`src/rtl/mem_access_pkg.sv`:
```
// rtl/mem_access_pkg.sv - shared pipeline widths and memory-stage state encoding
package mem_access_pkg;

    localparam int XLEN = 32;
    localparam int REGW = 5;
    localparam int TMRW = 8;

    typedef enum logic [1:0] {
        IDLE = 2'd0,
        BUSY = 2'd1,
        DONE = 2'd2
    } memState_t;

endpackage

```
`src/rtl/mem_timeout_ctr.sv`:
```
// rtl/mem_timeout_ctr.sv - counts consecutive BUSY cycles and flags when LIMIT is reached
module mem_timeout_ctr
    import mem_access_pkg::*;
#(
    parameter int unsigned LIMIT = 255
) (
    input  logic CLK,
    input  logic RSTN,
    input  logic run,
    output logic expired
);

    logic [TMRW-1:0] count;

    always_ff @(posedge CLK or negedge RSTN) begin
        if (!RSTN) begin
            count <= '0;
        end else if (!run) begin
            count <= '0;
        end else begin
            count <= count + 1'b1;
        end
    end

    // count holds the number of BUSY cycles already completed, so the LIMIT-th cycle fires
    assign expired = run && (count == TMRW'(LIMIT - 1));

endmodule

```
`src/rtl/mem_access.sv`:
```
// rtl/mem_access.sv - MEM stage: memory request FSM, pipeline stall and MEM/WB register (option: MEM_TIMEOUT_EN)
module mem_access
    import mem_access_pkg::*;
#(
    parameter int unsigned TIMEOUT_CYCLES = 255
) (
    input  logic            CLK,
    input  logic            RSTN,
    input  logic [XLEN-1:0] ALUOUT,
    input  logic [XLEN-1:0] WDATA,
    input  logic [XLEN-1:0] PC,
    input  logic            DmemREB,
    input  logic            DmemWEB,
    input  logic [REGW-1:0] EXMEMrd,
    input  logic            RegWrite,
    output logic [XLEN-1:0] DmemADDR,
    output logic [XLEN-1:0] DmemWDATA,
    output logic            DmemREQ,
    output logic            DmemWE,
    input  logic [XLEN-1:0] DmemRDATA,
    input  logic            DmemACK,
    output logic            STALL,
    output logic [XLEN-1:0] MEMWBdata,
    output logic [XLEN-1:0] MEMWBPC,
    output logic [REGW-1:0] MEMWBrd,
    output logic            MEMWBwe,
    output logic            MISALIGN,
    output logic            BUSERR
);

    memState_t       state, nextState;
    logic [XLEN-1:0] pcQ;
    logic [REGW-1:0] rdQ;
    logic            weQ;
    logic            memOp, aligned, accept, timedOut;

    assign memOp   = !DmemREB || !DmemWEB;
    assign aligned = (ALUOUT[1:0] == 2'b00);
    assign accept  = (state == IDLE) && memOp && aligned;

`ifdef MEM_TIMEOUT_EN
    mem_timeout_ctr #(.LIMIT(TIMEOUT_CYCLES)) uTimeout (
        .CLK     (CLK),
        .RSTN    (RSTN),
        .run     (state == BUSY),
        .expired (timedOut)
    );

    always_ff @(posedge CLK or negedge RSTN) begin
        if (!RSTN) begin
            BUSERR <= 1'b0;
        end else begin
            BUSERR <= (state == BUSY) && !DmemACK && timedOut;
        end
    end
`else
    assign timedOut = 1'b0;
    assign BUSERR   = 1'b0;
`endif

    always_ff @(posedge CLK or negedge RSTN) begin
        if (!RSTN) begin
            state <= IDLE;
        end else begin
            state <= nextState;
        end
    end

    always_comb begin
        nextState = state;
        case (state)
            IDLE:    if (accept) nextState = BUSY;
            BUSY:    if (DmemACK || timedOut) nextState = DONE;
            DONE:    nextState = IDLE;
            default: nextState = IDLE;
        endcase
    end

    // STALL is gated by RSTN so an asserted reset releases the pipeline even with a load on the inputs
    assign DmemREQ = RSTN && (state == BUSY);
    assign STALL   = RSTN && ((state == BUSY) || accept);

    always_ff @(posedge CLK or negedge RSTN) begin
        if (!RSTN) begin
            DmemADDR  <= '0;
            DmemWDATA <= '0;
            DmemWE    <= 1'b0;
            pcQ       <= '0;
            rdQ       <= '0;
            weQ       <= 1'b0;
            MEMWBdata <= '0;
            MEMWBPC   <= '0;
            MEMWBrd   <= '0;
            MEMWBwe   <= 1'b0;
            MISALIGN  <= 1'b0;
        end else begin
            MISALIGN <= 1'b0;
            case (state)
                IDLE: begin
                    if (!memOp || !aligned) begin
                        MEMWBdata <= ALUOUT;
                        MEMWBPC   <= PC;
                        MEMWBrd   <= EXMEMrd;
                        MEMWBwe   <= RegWrite && !memOp;
                        MISALIGN  <= memOp;
                    end else begin
                        DmemADDR  <= ALUOUT;
                        DmemWDATA <= WDATA;
                        DmemWE    <= !DmemWEB;
                        pcQ       <= PC;
                        rdQ       <= EXMEMrd;
                        weQ       <= RegWrite;
                    end
                end
                BUSY: begin
                    if (DmemACK) begin
                        if (!DmemWE) MEMWBdata <= DmemRDATA;
                        MEMWBPC <= pcQ;
                        MEMWBrd <= rdQ;
                        MEMWBwe <= weQ && !DmemWE;
                    end else if (timedOut) begin
                        MEMWBPC <= pcQ;
                        MEMWBrd <= rdQ;
                        MEMWBwe <= 1'b0;
                    end
                end
                default: ;
            endcase
        end
    end

endmodule

```
`config.mk`:
```
export PLATFORM = sky130hd
export DESIGN_NAME = mem_access
export DESIGN_NICKNAME = d
export VERILOG_FILES = /design/src/rtl/mem_access_pkg.sv /design/src/rtl/mem_timeout_ctr.sv /design/src/rtl/mem_access.sv
export SDC_FILE = /design/constraint.sdc
export NUM_CORES = 1
export LEC_CHECK = 0
export CAP_MARGIN = 20
export CORE_ASPECT_RATIO = 2
export CORE_UTILIZATION = 40
export CTS_CLUSTER_DIAMETER = 50
export DETAILED_ROUTE_END_ITERATION = 12
export HOLD_SLACK_MARGIN = 0.05
export PLACE_DENSITY = 0.73
export SLEW_MARGIN = 10
export SYNTH_ARGS = -nofsm -noshare
export SYNTH_HDL_FRONTEND = slang
export SYNTH_SLANG_ARGS = --single-unit
export TNS_END_PERCENT = 20
```
`constraint.sdc`:
```
create_clock -name CLK -period 1.6 [get_ports CLK]
set_input_delay 0.16 -clock CLK [delete_from_list [all_inputs] [get_ports CLK]]
set_output_delay 0.16 -clock CLK [all_outputs]
set_load 0.1 [all_outputs]
```
======== After elaboration in Yosys (flattened, before gate mapping) ========
Cells that the tools add are included.
word-level totals
  bits in registers ....................... 176
  latch bits .............................. 0
  memory bits (writable) .................. 0
  ROM bits ................................ 0
  input bits .............................. 139
  output and inout bits ................... 139
  word-level logic and storage cells ...... 57
  memories ................................ 0
operators by class
  $add $sub $neg .......................... 0
  multiply operators ...................... 0
  div/mod/pow operators ................... 0
  $lt $le $gt $ge ......................... 0
  equal/unequal tests ..................... 5
  shifts and indexed selects .............. 0
  mux-type cells .......................... 18
  bitwise logic cells ..................... 1
  reduce and logical (&&, ||, !) cells .... 21
operators with widths
  cell                                                   number
  two-way mux 32 bit                                     5
  case mux 32 bit (2 select lines)                       2
  two-way mux 5 bit                                      2
  case mux 5 bit (2 select lines)                        1
  logical AND 1 bit                                      6
  inequality test 2 bit, second input constant           3
  zero test 1 bit                                        5
  zero test 2 bit                                        2
  two-way mux 1 bit                                      4
  two-way mux 2 bit                                      2
  case mux 2 bit (2 select lines)                        1
  AND reduction 2 bit                                    2
  AND reduction 4 bit                                    1
  logical OR 1 bit                                       3
  AND reduction 3 bit                                    1
  equality test 2 x 1 -> 1 bit, second input constant    1
  inequality test 2 x 1 -> 1 bit, second input constant  1
  case mux 1 bit (2 select lines)                        1
  nonzero test 2 bit                                     1
  NOT 1 bit                                              1

======== Logic depth before layout (Yosys ltp) ========
Gate-level depths: netlist of the first run.
  depth in word-level cells ............... 6
  gate-level depth with buffers ........... 5
  mapped depth without buffers ............ 3

======== Worst setup path after synthesis of the first run ========
Ideal clock, no wire load.
  path kind ............................... reg-to-output
  start ................................... reg state[0]
  end ..................................... out STALL
  arrival ................................. 2,722 ps
  required time ........................... 1,440 ps
  setup slack ............................. -1,282 ps
  cell stages (with the launch flop) ...... 6
  buffers on the path ..................... 2
  cell sequence ........................... dfrtp_1 -> a211oi_2 -> nand2_1 -> buf_4 -> buf_4 -> a21oi_1
on the way
  cells in the longest elaborated chain, start to end .. 5
  elaborated cells on any way between the ends .. 6
  those cells by class .................... eq/ne: 1; reduce/logical: 5
ends and longest elaborated chain
  what                             line              RTL
  start: declaration               mem_access.sv:31  memState_t state, nextState;
  start signal: assignment         mem_access.sv:65  state <= nextState;
  zero test 2 bit                  mem_access.sv:39  assign accept = (state == IDLE) && memOp && aligned;
  logical AND 1 bit (2 in series)  mem_access.sv:39
  logical OR 1 bit *               mem_access.sv:81  assign STALL = RSTN && ((state == BUSY) || accept);
  logical AND 1 bit *              mem_access.sv:81
  end: declaration                 mem_access.sv:22  output logic STALL,
Mark *: on every way between the ends. The rest lies on a longest branch, timed or not.

======== Worst setup path after layout of the first run ========
  start ................................... reg state[1]
  end ..................................... out STALL
The elaborated chain is that of the path after synthesis.

==> impl_metrics.env, run 1 <==
export IMPL_critPathKind="reg -> out"
export IMPL_required_ns=1.44
export IMPL_crit_arrival_ns=1.77
export IMPL_grt_pass1_vias=6036
export IMPL_skew_ns=0.0105
export IMPL_wire_per_inst_um=22.9
export IMPL_clockBufferDepth=2
export IMPL_viasPerCell=5.14
export IMPL_grt_antenna_before_repair=2
export IMPL_slowest_stage="dfrtp_1"
export IMPL_ys_warn_count=0
export IMPL_numPortBuffers=276
export IMPL_p_int_mw=14.5
export IMPL_place_congestion=0.790
export IMPL_irDropWorstVdd_mv=1.27
export IMPL_dr_pass1_iters=8
export IMPL_grt_pass1_wl_mm=35.2
export IMPL_violations="design-rule violations, negative setup slack"
export IMPL_initial_core_util_pct=40.8
export IMPL_p_per_area_mw_per_mm2=1930
export IMPL_syn_area_mm2=0.00743
export IMPL_worst_slack_ns=-0.332
export IMPL_start_kind="register"
export IMPL_synth_seq_cells=176
export IMPL_dp_slack_ns=-0.435
export IMPL_worst_pin_slew_ns=0.786
export IMPL_fin_crit_ns=1.93
export IMPL_die_width_um=98.3
export IMPL_cts_sinks=176
export IMPL_sw_frac_of_total_pct=44.9
export IMPL_layout_drive_gt1_share_pct=53.6
export IMPL_row_count=70
export IMPL_power_switching_mw=11.8
export IMPL_overflow=0
export IMPL_power_share_clock_pct=18.3
export IMPL_leakage_nw=6.08
export IMPL_place_inst=947
export IMPL_clk_pin_slew_ns=0.07
export IMPL_power_total_mw=26.2
export IMPL_critPathCaptureType="primary output"
export IMPL_rsz0062_at_grt="true"
export IMPL_hold_class="in -> reg"
export IMPL_drc_errors=15
export IMPL_dieArea_mm2=0.0191
export IMPL_cp_max_fo=2
export IMPL_placed_area_mm2=0.0120
export IMPL_final_cell_mix="dfrtp_1 (175), buf_12 (150), mux2_2 (137), clkdlybuf4s50_1 (137), mux2_4 (58)"
export IMPL_power_frac_comb_pct=55.5
export IMPL_register_area_mm2=0.00441
export IMPL_crit_family="compound AO/OA/AOI/OAI gates"
export IMPL_syn_inst=463
export IMPL_drtAntennaViolNets=0
export IMPL_routed_wl_mm=23.3
export IMPL_fin_nets=922
export IMPL_crit_path_max_incr_delay_ns=0.41
export IMPL_drtIter0Drc=108
export IMPL_holdWs_ns=0.316
export IMPL_seq_power_share_pct=26.2
export IMPL_fill_cells=1118
export IMPL_grt_max_degree=115
export IMPL_max_clock_freq_mhz=518
export IMPL_layout_commonest_cell="dfrtp_1"
export IMPL_dieHeight_um=195
export IMPL_slew_violations=0
export IMPL_final_cell_area_mm2=0.0136
export IMPL_cts_root_buffer="clkbuf_16"
export IMPL_stdcell_count=1014
export IMPL_multi_input_area_mm2=0.00313
export IMPL_coreArea_mm2=0.0182
export IMPL_cts_buffers=17
export IMPL_cts_tree="built"
export IMPL_track_usage_pct=25.0
export IMPL_cp_cell_sequence="a211oi_4, nand2_8, buf_16, a21oi_4, buf_12"
export IMPL_hold_violations=0
export IMPL_status="complete, but fails checks"
export IMPL_slew_headroom_pct=47.6
export IMPL_fin_crit_sh_pct=121
export IMPL_dpl_hpwl_mm=15.3
export IMPL_setup_viol=175
export IMPL_dr_total_vias=5216
export IMPL_netlist_cell_type_count=23
export IMPL_worst_path_buf_inv=2
export IMPL_postSynthAreaPerCell_um2=16.0
export IMPL_yosysSeqAreaShare_pct=59.3
export IMPL_io_pins=278
export IMPL_clk_latency_ns=0.43
export IMPL_areaGrowthSynthToFinish_pct=82.6
export IMPL_syn_nets=602
export IMPL_maxCapViolations=0
export IMPL_h_tree_depth=4
## sequential cells by signal, indices dropped and copies added (netlist names)
register   count
MEMWBwe        1
MEMWBdata     32
rdQ            5
DmemWDATA     32
MEMWBrd        5
DmemWE         1
weQ            1
pcQ           32
MEMWBPC       32
DmemADDR      32
MISALIGN       1
state          2
## metal layers
| metal | wire [um] | global-route usage, % |
|---|---|---|
| met3 | 1210 | 5.97 |
| met5 | 0 | 0 |
| met2 | 13500 | 47.3 |
| met4 | 1080 | 13.7 |
| met1 | 7500 | 24.3 |
## synthesized netlist by cell type
master	instances	area (um^2)
mux2_2	181	2040
nor4bb_1	1	10.0
nand2b_1	2	12.5
mux2_4	5	75.1
nor2_1	3	11.3
buf_2	16	80.1
o21ai_0	1	5.00
and2_1	2	12.5
a21oi_1	1	5.00
dfrtp_1	176	4400
buf_4	6	45.0
inv_1	3	11.3
mux2i_1	1	10.0
conb_1	1	3.75
nor2b_1	1	6.26
a221oi_1	1	8.76
nand2_1	1	3.75
a211oi_2	1	12.5
clkbuf_1	1	3.75
mux2_1	53	597
a41o_1	1	10.0
a221oi_2	1	15.0
buf_6	4	45.0
## worst paths after layout
path	slack, ns	start	to	depth (start not counted)
setup / recovery	-0.33	state[1]	STALL	5
hold / removal	0.32	WDATA[5]	DmemWDATA[5]	2
setup reg to reg	-0.33	state[1]	MEMWBPC[3]	7
hold reg to reg	0.50	pcQ[28]	pcQ[28]	1
max in group asynchronous	0.47	RSTN	DmemWE	3
min in group asynchronous	0.43	RSTN	pcQ[1]	3
## timing repair
| action | in CTS | in global routing |
|---|---|---|
| pin swaps | 4 | 3 |
| setup buffers | 18 | 3 |
| gates cloned | 14 | 0 |
| hold endpoints to repair | 176 | 0 |
| setup endpoints to repair | 156 | 175 |
| gates resized for setup | 44 | 42 |
| hold buffers | 1 | 0 |
## logic make-up after synthesis
kind of cell | Yosys count | share of synthesized area, %
other cells | 1 | 0.0505
mux | 240 | 36.6
buf+inv | 30 | 2.49
simple gates | 10 | 0.758
compound gates | 6 | 0.758
flops | 176 | 59.3
## stage by stage
stage               setup TNS [ns]  util (%)
detailed placement          -62.60      65.9
global placement            -57.05      65.9
floorplan                    -8.22         -
global route                -41.50      74.5
CTS                         -28.25      73.5
finish                      -32.49      74.5
## power by group through the flow
| stage | registers [mW] | clock network, mW | logic (mW) |
|---|---|---|---|
| 6_report | 6.87 | 4.79 | 14.6 |
| 3_5_place_dp | 6.92 | 0 | 13.7 |
| 3_3_place_gp | 6.79 | 0 | 13.6 |
| 2_1_floorplan | 13.1 | 0 | 1.77 |
| 4_1_cts | 6.85 | 4.88 | 14.5 |
| 5_1_grt | 7.01 | 5.06 | 14.9 |
## layout make-up
cell class                      count  share of cell area, %
Timing Repair Buffer              328                   37.3
Sequential cell                   176                   32.5
Inverter                            3                 0.0830
Clock buffer                       18                   3.16
Clock inverter                     14                   1.85
Multi-Input combinational cell    257                   23.1
Tap cell                          216                   1.99
Antenna cell                        2                 0.0369
No activity file was read; power rests on OpenSTA's default activity.
==> inputs of run 2 (changes only) <==
Settings changed: CTS_CLUSTER_DIAMETER 50 to 40, GPL_ROUTABILITY_DRIVEN set to 0.
==> results of run 2 <==
The final DEF is identical to that of run 1; final timing and power are the same.
